### config.mk
export PLATFORM = sky130hd
export DESIGN_NAME = tl_controller
export DESIGN_NICKNAME = d
export VERILOG_FILES = /design/src/rtl/tl_controller.sv
export SDC_FILE = /design/constraint.sdc
export NUM_CORES = 1
export LEC_CHECK = 0
export ABC_AREA = 0
export ABC_CLOCK_PERIOD_IN_PS = 5400
export CAP_MARGIN = 40
export CORE_AREA = 5 5 42 44
export DETAILED_ROUTE_END_ITERATION = 16
export DIE_AREA = 0 0 47 49
export DONT_BUFFER_PORTS = 1
export PLACE_DENSITY = 0.62
export SYNTH_ARGS = -nofsm -noshare
export SYNTH_HDL_FRONTEND = slang
export SYNTH_SLANG_ARGS = --single-unit
### constraint.sdc
create_clock -name clk -period 5.4 [get_ports clk]
set_clock_uncertainty 0.1 [all_clocks]
set_input_delay 0.54 -clock clk [delete_from_list [all_inputs] [get_ports clk]]
set_output_delay 0.54 -clock clk [all_outputs]
set_load 0.05 [all_outputs]
### src/rtl/tl_controller.sv
// Highway / farm-road traffic-light sequencer driven by the interval timer's
// long/short timeout pulses; issues timer restart requests and light heads.
module tl_controller #(
  parameter int FARM_EXT_MAX = 2
) (
  input  logic       clk,
  input  logic       rst_n,
  input  logic       car,
  input  logic       long_to,
  input  logic       short_to,
  output logic       start_long,
  output logic       start_short,
  output logic [1:0] hwy_light,
  output logic [1:0] farm_light,
  output logic [1:0] state_o
);

  typedef enum logic [1:0] {
    HG = 2'b00,
    HY = 2'b01,
    FG = 2'b10,
    FY = 2'b11
  } state_t;

  localparam logic [1:0] GREEN  = 2'b00;
  localparam logic [1:0] YELLOW = 2'b01;
  localparam logic [1:0] RED    = 2'b10;
  localparam logic [2:0] EXT_MAX = 3'(FARM_EXT_MAX);

  state_t     state, state_n;
  logic       long_done, long_done_n;
  logic [2:0] ext_cnt, ext_cnt_n;
  logic       init, init_n;
  logic       start_long_n, start_short_n;

  always_ff @(posedge clk or negedge rst_n) begin
    if (!rst_n) begin
      state       <= HG;
      long_done   <= 1'b0;
      ext_cnt     <= 3'd0;
      init        <= 1'b1;
      start_long  <= 1'b0;
      start_short <= 1'b0;
    end else begin
      state       <= state_n;
      long_done   <= long_done_n;
      ext_cnt     <= ext_cnt_n;
      init        <= init_n;
      start_long  <= start_long_n;
      start_short <= start_short_n;
    end
  end

  // The first cycle after reset only arms the timer; no timeout can be
  // pending yet, so the state machine proper waits one cycle.
  always_comb begin
    state_n       = state;
    long_done_n   = long_done;
    ext_cnt_n     = ext_cnt;
    init_n        = init;
    start_long_n  = 1'b0;
    start_short_n = 1'b0;
    if (init) begin
      init_n       = 1'b0;
      start_long_n = 1'b1;
    end else begin
      unique case (state)
        HG: begin
          long_done_n = long_done | long_to;
          if ((long_done | long_to) && car) begin
            state_n       = HY;
            start_short_n = 1'b1;
          end
        end
        HY: begin
          if (short_to) begin
            state_n      = FG;
            start_long_n = 1'b1;
            ext_cnt_n    = 3'd0;
          end
        end
        FG: begin
          if (long_to) begin
            if (!car || ext_cnt == EXT_MAX) begin
              state_n       = FY;
              start_short_n = 1'b1;
            end else begin
              ext_cnt_n    = ext_cnt + 3'd1;
              start_long_n = 1'b1;
            end
          end
        end
        FY: begin
          if (short_to) begin
            state_n      = HG;
            start_long_n = 1'b1;
            long_done_n  = 1'b0;
          end
        end
        default: state_n = HG;
      endcase
    end
  end

  // Lights are a pure decode of the state register, so they switch with state_o.
  always_comb begin
    hwy_light  = RED;
    farm_light = RED;
    unique case (state)
      HG:      hwy_light  = GREEN;
      HY:      hwy_light  = YELLOW;
      FG:      farm_light = GREEN;
      FY:      farm_light = YELLOW;
      default: hwy_light  = RED;
    endcase
  end

  assign state_o = state;

endmodule
Word level (Yosys, flattened, before mapping)

Cells that the tools add are included.

Add/sub/neg operators: 1
Multipliers: 0
Div/mod/pow operators: 0
Magnitude comparators: 0
Eq/ne operators: 10
Shift operators: 0
Mux-type cells: 24
Bitwise gates (word level): 2
Reduce and logical (&&, ||, !) cells: 10

Operator list:

| kind                                           | count |
|---|---|
| inequality test 2 bit (second input constant)  | 6 |
| two-way mux 2 bit                              | 5 |
| two-way mux 1 bit                              | 9 |
| two-way mux 3 bit                              | 3 |
| case mux 2 bit (2 select lines)                | 2 |
| case mux 2 bit (4 select lines)                | 1 |
| case mux 1 bit (2 select lines)                | 3 |
| case mux 3 bit (2 select lines)                | 1 |
| AND reduction 6 bit                            | 1 |
| AND reduction 5 bit                            | 1 |
| == test 2 bit (second input constant)          | 2 |
| nonzero test 2 bit                             | 2 |
| adder 3 x 1 -> 3 bit (second input constant)   | 1 |
| == test 3 x 2 -> 1 bit (second input constant) | 1 |
| AND reduction 3 bit                            | 1 |
| == test 2 x 1 -> 1 bit (second input constant) | 1 |
| zero test 2 bit                                | 1 |
| OR reduction 2 bit                             | 1 |
| logical AND 1 bit                              | 1 |
| zero test 1 bit                                | 1 |
| logical OR 1 bit                               | 1 |
| inverter 1 bit                                 | 1 |
| bitwise OR 1 bit                               | 1 |

Register bits: 9
Latch bits: 0
RAM bits: 0
Bits in read-only memories: 0
Output and inout bits: 8
Word-level logic and storage cells: 53
Memories kept: 0

Logic depth before layout (Yosys ltp)

Depth after elaboration: 6
Depth in mapped cells: 6

Least setup slack after synthesis

Ideal clock, no wire load.

Kind: reg-to-output
Start point: reg state[0], in the netlist state_o[0]
End point: out farm_light[1]
Data arrival time: 1.780 ns
Required time: 4.760 ns
Setup slack: 2.980 ns
Stages on the path, launching flop included: 4
Path buffers: 0
Cell sequence: dfrtp_1 -> inv_1 -> ha_1 -> nor2_1

Cells in the longest elaborated chain, start to end: 2
Elaborated cells between the ends (all ways): 3
Those cells by class: eq/ne: 2; mux: 1

Ends and longest elaborated chain:

| item                              | RTL line | RTL |
|---|---|---|
| start, declared                   | 30       | `state_t state, state_n;` |
| start signal, assigned            | 45       | `state <= state_n;` |
| == test 2 bit                     | 109      | `unique case (state)` |
| case mux 2 bit (2 select lines) * | 109      |  |
| end, declared                     | 14       | `output logic [1:0] farm_light,` |

Mark *: on every way between the ends. The rest lies on a longest branch, timed or not.

Worst setup path after layout

Same ends and word-level chain as after synthesis.

==> results.sh <==
export IMPL_status="completed"
export IMPL_top_layer_used="met4"
export IMPL_setup_worst_path_end_class="output pin"
export IMPL_yosysSeqAreaShare_pct=37.9
export IMPL_power_density_mw_per_mm2=670
export IMPL_cts_buffer_depth=2
export IMPL_syn_nets=72
export IMPL_setup_viol=0
export IMPL_postSynthCellCount=59
export IMPL_yosysWarnings=0
export IMPL_leakage_nw=0.313
export IMPL_critPathMaxFanout=7
export IMPL_worst_pin_slew_ns=0.635
export IMPL_syn_avg_cell_area_um2=10.1
export IMPL_ys_seq_elements=9
export IMPL_r2r_start="state_o[0]"
export IMPL_post_cts_resized=0
export IMPL_reg2reg_slack_ns=3.01
export IMPL_tns_ns=0
export IMPL_clk_latency_ns=0.27
export IMPL_drcViolationCount=0
export IMPL_hold_path_class="in2async"
export IMPL_startpoint="state_o[0]"
export IMPL_drv_slew=0
export IMPL_std_cell_rows=14
export IMPL_clock_tree_root_cell="clkbuf_4"
export IMPL_dr_wl_met3_um=50
export IMPL_reg2reg_depth=6
export IMPL_setup_worst_path_start_class="flip-flop"
export IMPL_antenna_found_initial=0
export IMPL_worstSetupPathType="reg2out"
export IMPL_worst_ep_arrival_time_ns=1.80
export IMPL_wire_per_inst_um=14.6
export IMPL_fin_hold_ws_ns=0.00988
export IMPL_ant_nets=0
export IMPL_place_gp_congestion=0.664
export IMPL_drive_above_1_share_pct=21.2
export IMPL_cts_buffers=3
export IMPL_grt_pass1_vias=484
export IMPL_core_area_mm2=0.00140
export IMPL_area_growth_pct=11.9
export IMPL_cts_htree_levels=1
export IMPL_via_per_inst=5.32
export IMPL_fmax_ghz=0.409
export IMPL_wl_met1_um=584
export IMPL_wirelength_um=1200
export IMPL_dp_cells=77
export IMPL_n_antenna_cell=0
export IMPL_start_util_pct=42.7
export IMPL_ir_drop_uv=494
export IMPL_port_buffers=0
export IMPL_drv_cap=0
export IMPL_vias=436
export IMPL_min_period_over_period_pct=45.3
export IMPL_io_pins=13
export IMPL_layout_common_cells="8 x ha_1, 8 x dfrtp_1, 5 x inv_1, 5 x nor2_1, 5 x nand2_1"
export IMPL_grt_usage_pct=12.5
export IMPL_dp_hpwl_um=881
export IMPL_timing_max_slew_rel_slack_pct=57.6
export IMPL_dieArea_mm2=0.00230
export IMPL_cts_tree="done"
export IMPL_die_height_um=49
export IMPL_rsz0062_at_grt="no"
export IMPL_grt_max_degree=9
export IMPL_cts_sinks=9
export IMPL_first_iter_violations=1
export IMPL_fin_cells=82
export IMPL_clk_pin_slew_ns=0.06
export IMPL_hold_viol_final=0
export IMPL_post_cts_buffers=0
export IMPL_firstDrtPassIters=2
export IMPL_grt_pass1_wl_um=2060
export IMPL_yosysUniqueCellTypes=23
export IMPL_die_w_um=47
export IMPL_crit_required_ns=4.76
export IMPL_synth_area_um2=598
export IMPL_postCtsHoldBufs=1
export IMPL_period_needed_ns=2.44
export IMPL_nNetsFinal=80
export IMPL_grt_remaining_overflow=0
export IMPL_wl_met2_um=522
export IMPL_r2r_end="state_o[1]"
## critical path, cell delays in order, from the launching register on
cell and delay [ns]:
dfrtp_1 0.75, inv_1 0.15, ha_1 0.31, nor2_1 0.13
buf_4 0.20
## per-stage QoR
| step | setup WS (ns) | cell area, um^2 | util (%) | total power, mW |
|---|---|---|---|---|
| finish | 2.96 | 669 | 47.8 | 0.449 |
| global placement | 2.89 | 618 | 44.1 | 0.377 |
| detailed placement | 2.99 | 633 | 45.2 | 0.395 |
| floorplan | 2.98 | 598 | - | 0.348 |
| CTS | 2.92 | 669 | 47.8 | 0.454 |
| global route | 2.85 | 669 | 47.8 | 0.481 |
## area by class of cell
class	instances	area [um^2]
Fill cell	152	732
Multi-Input combinational cell	45	353
Sequential cell	9	226
Clock buffer	4	26.3
Timing Repair Buffer	3	25.0
Tap cell	16	20.0
Inverter	5	18.8
## registers in the layout (all words and copies together) (netlist names)
signal,flops
ext_cnt,3
init,1
long_done,1
start_long,1
start_short,1
state_o,2
## layer usage
layer | up-vias | track usage (%)
met1 | 196 | 17.9
met3 | 5 | 2.95
met2 | 15 | 15.8
met4 | 0 | 8.29
li1 | 220 | -
met5 | - | 0
## cells by family after synthesis
group	count (synthesis)	share of synthesized area (%)
other	1	0.627
buffers and inverters	5	3.14
AND/OR/NAND/NOR	20	18.6
adder cells (fa/ha/maj)	8	16.7
flip-flops	9	37.9
multiplexers	2	5.02
AO/OA/AOI/OAI	14	18.0
## power by group
| part | leakage [nW] | total (mW) | internal, mW | switching, mW |
|---|---|---|---|---|
| logic | 0.190 | 0.243 | 0.0886 | 0.154 |
| clock network | 0.0150 | 0.0548 | 0.0286 | 0.0262 |
| registers | 0.109 | 0.151 | 0.0866 | 0.0648 |
| total | 0.313 | 0.449 | 0.204 | 0.245 |
## worst max-delay path by stage
stage | slack [ns] | cells past startpoint | end
finish | 2.96 | 4 | farm_light[1]
global route | 2.85 | 4 | farm_light[1]
CTS | 2.92 | 4 | farm_light[1]
detailed placement | 2.99 | 6 | state_o[1]
global placement | 2.89 | 3 | hwy_light[1]
floorplan | 2.98 | 3 | farm_light[1]
## synth_stat cells
master | n | area (um^2)
nand3_1 | 3 | 15.0
o32a_2 | 1 | 11.3
or4_1 | 1 | 7.51
conb_1 | 1 | 3.75
ha_1 | 8 | 100
a22oi_1 | 2 | 15.0
o211ai_4 | 1 | 21.3
nor3_2 | 1 | 10.0
o21a_1 | 1 | 7.51
o21ai_0 | 4 | 20.0
o41ai_1 | 1 | 8.76
nor2_1 | 5 | 18.8
nor2b_1 | 2 | 12.5
nand2b_4 | 1 | 13.8
and2_2 | 1 | 7.51
inv_1 | 5 | 18.8
nand2_1 | 5 | 18.8
and3_2 | 1 | 7.51
dfstp_2 | 1 | 26.3
a21oi_1 | 3 | 15.0
o221ai_1 | 1 | 8.76
dfrtp_1 | 8 | 200
mux2_4 | 2 | 30.0
No activity file was read; power rests on OpenSTA's default activity.
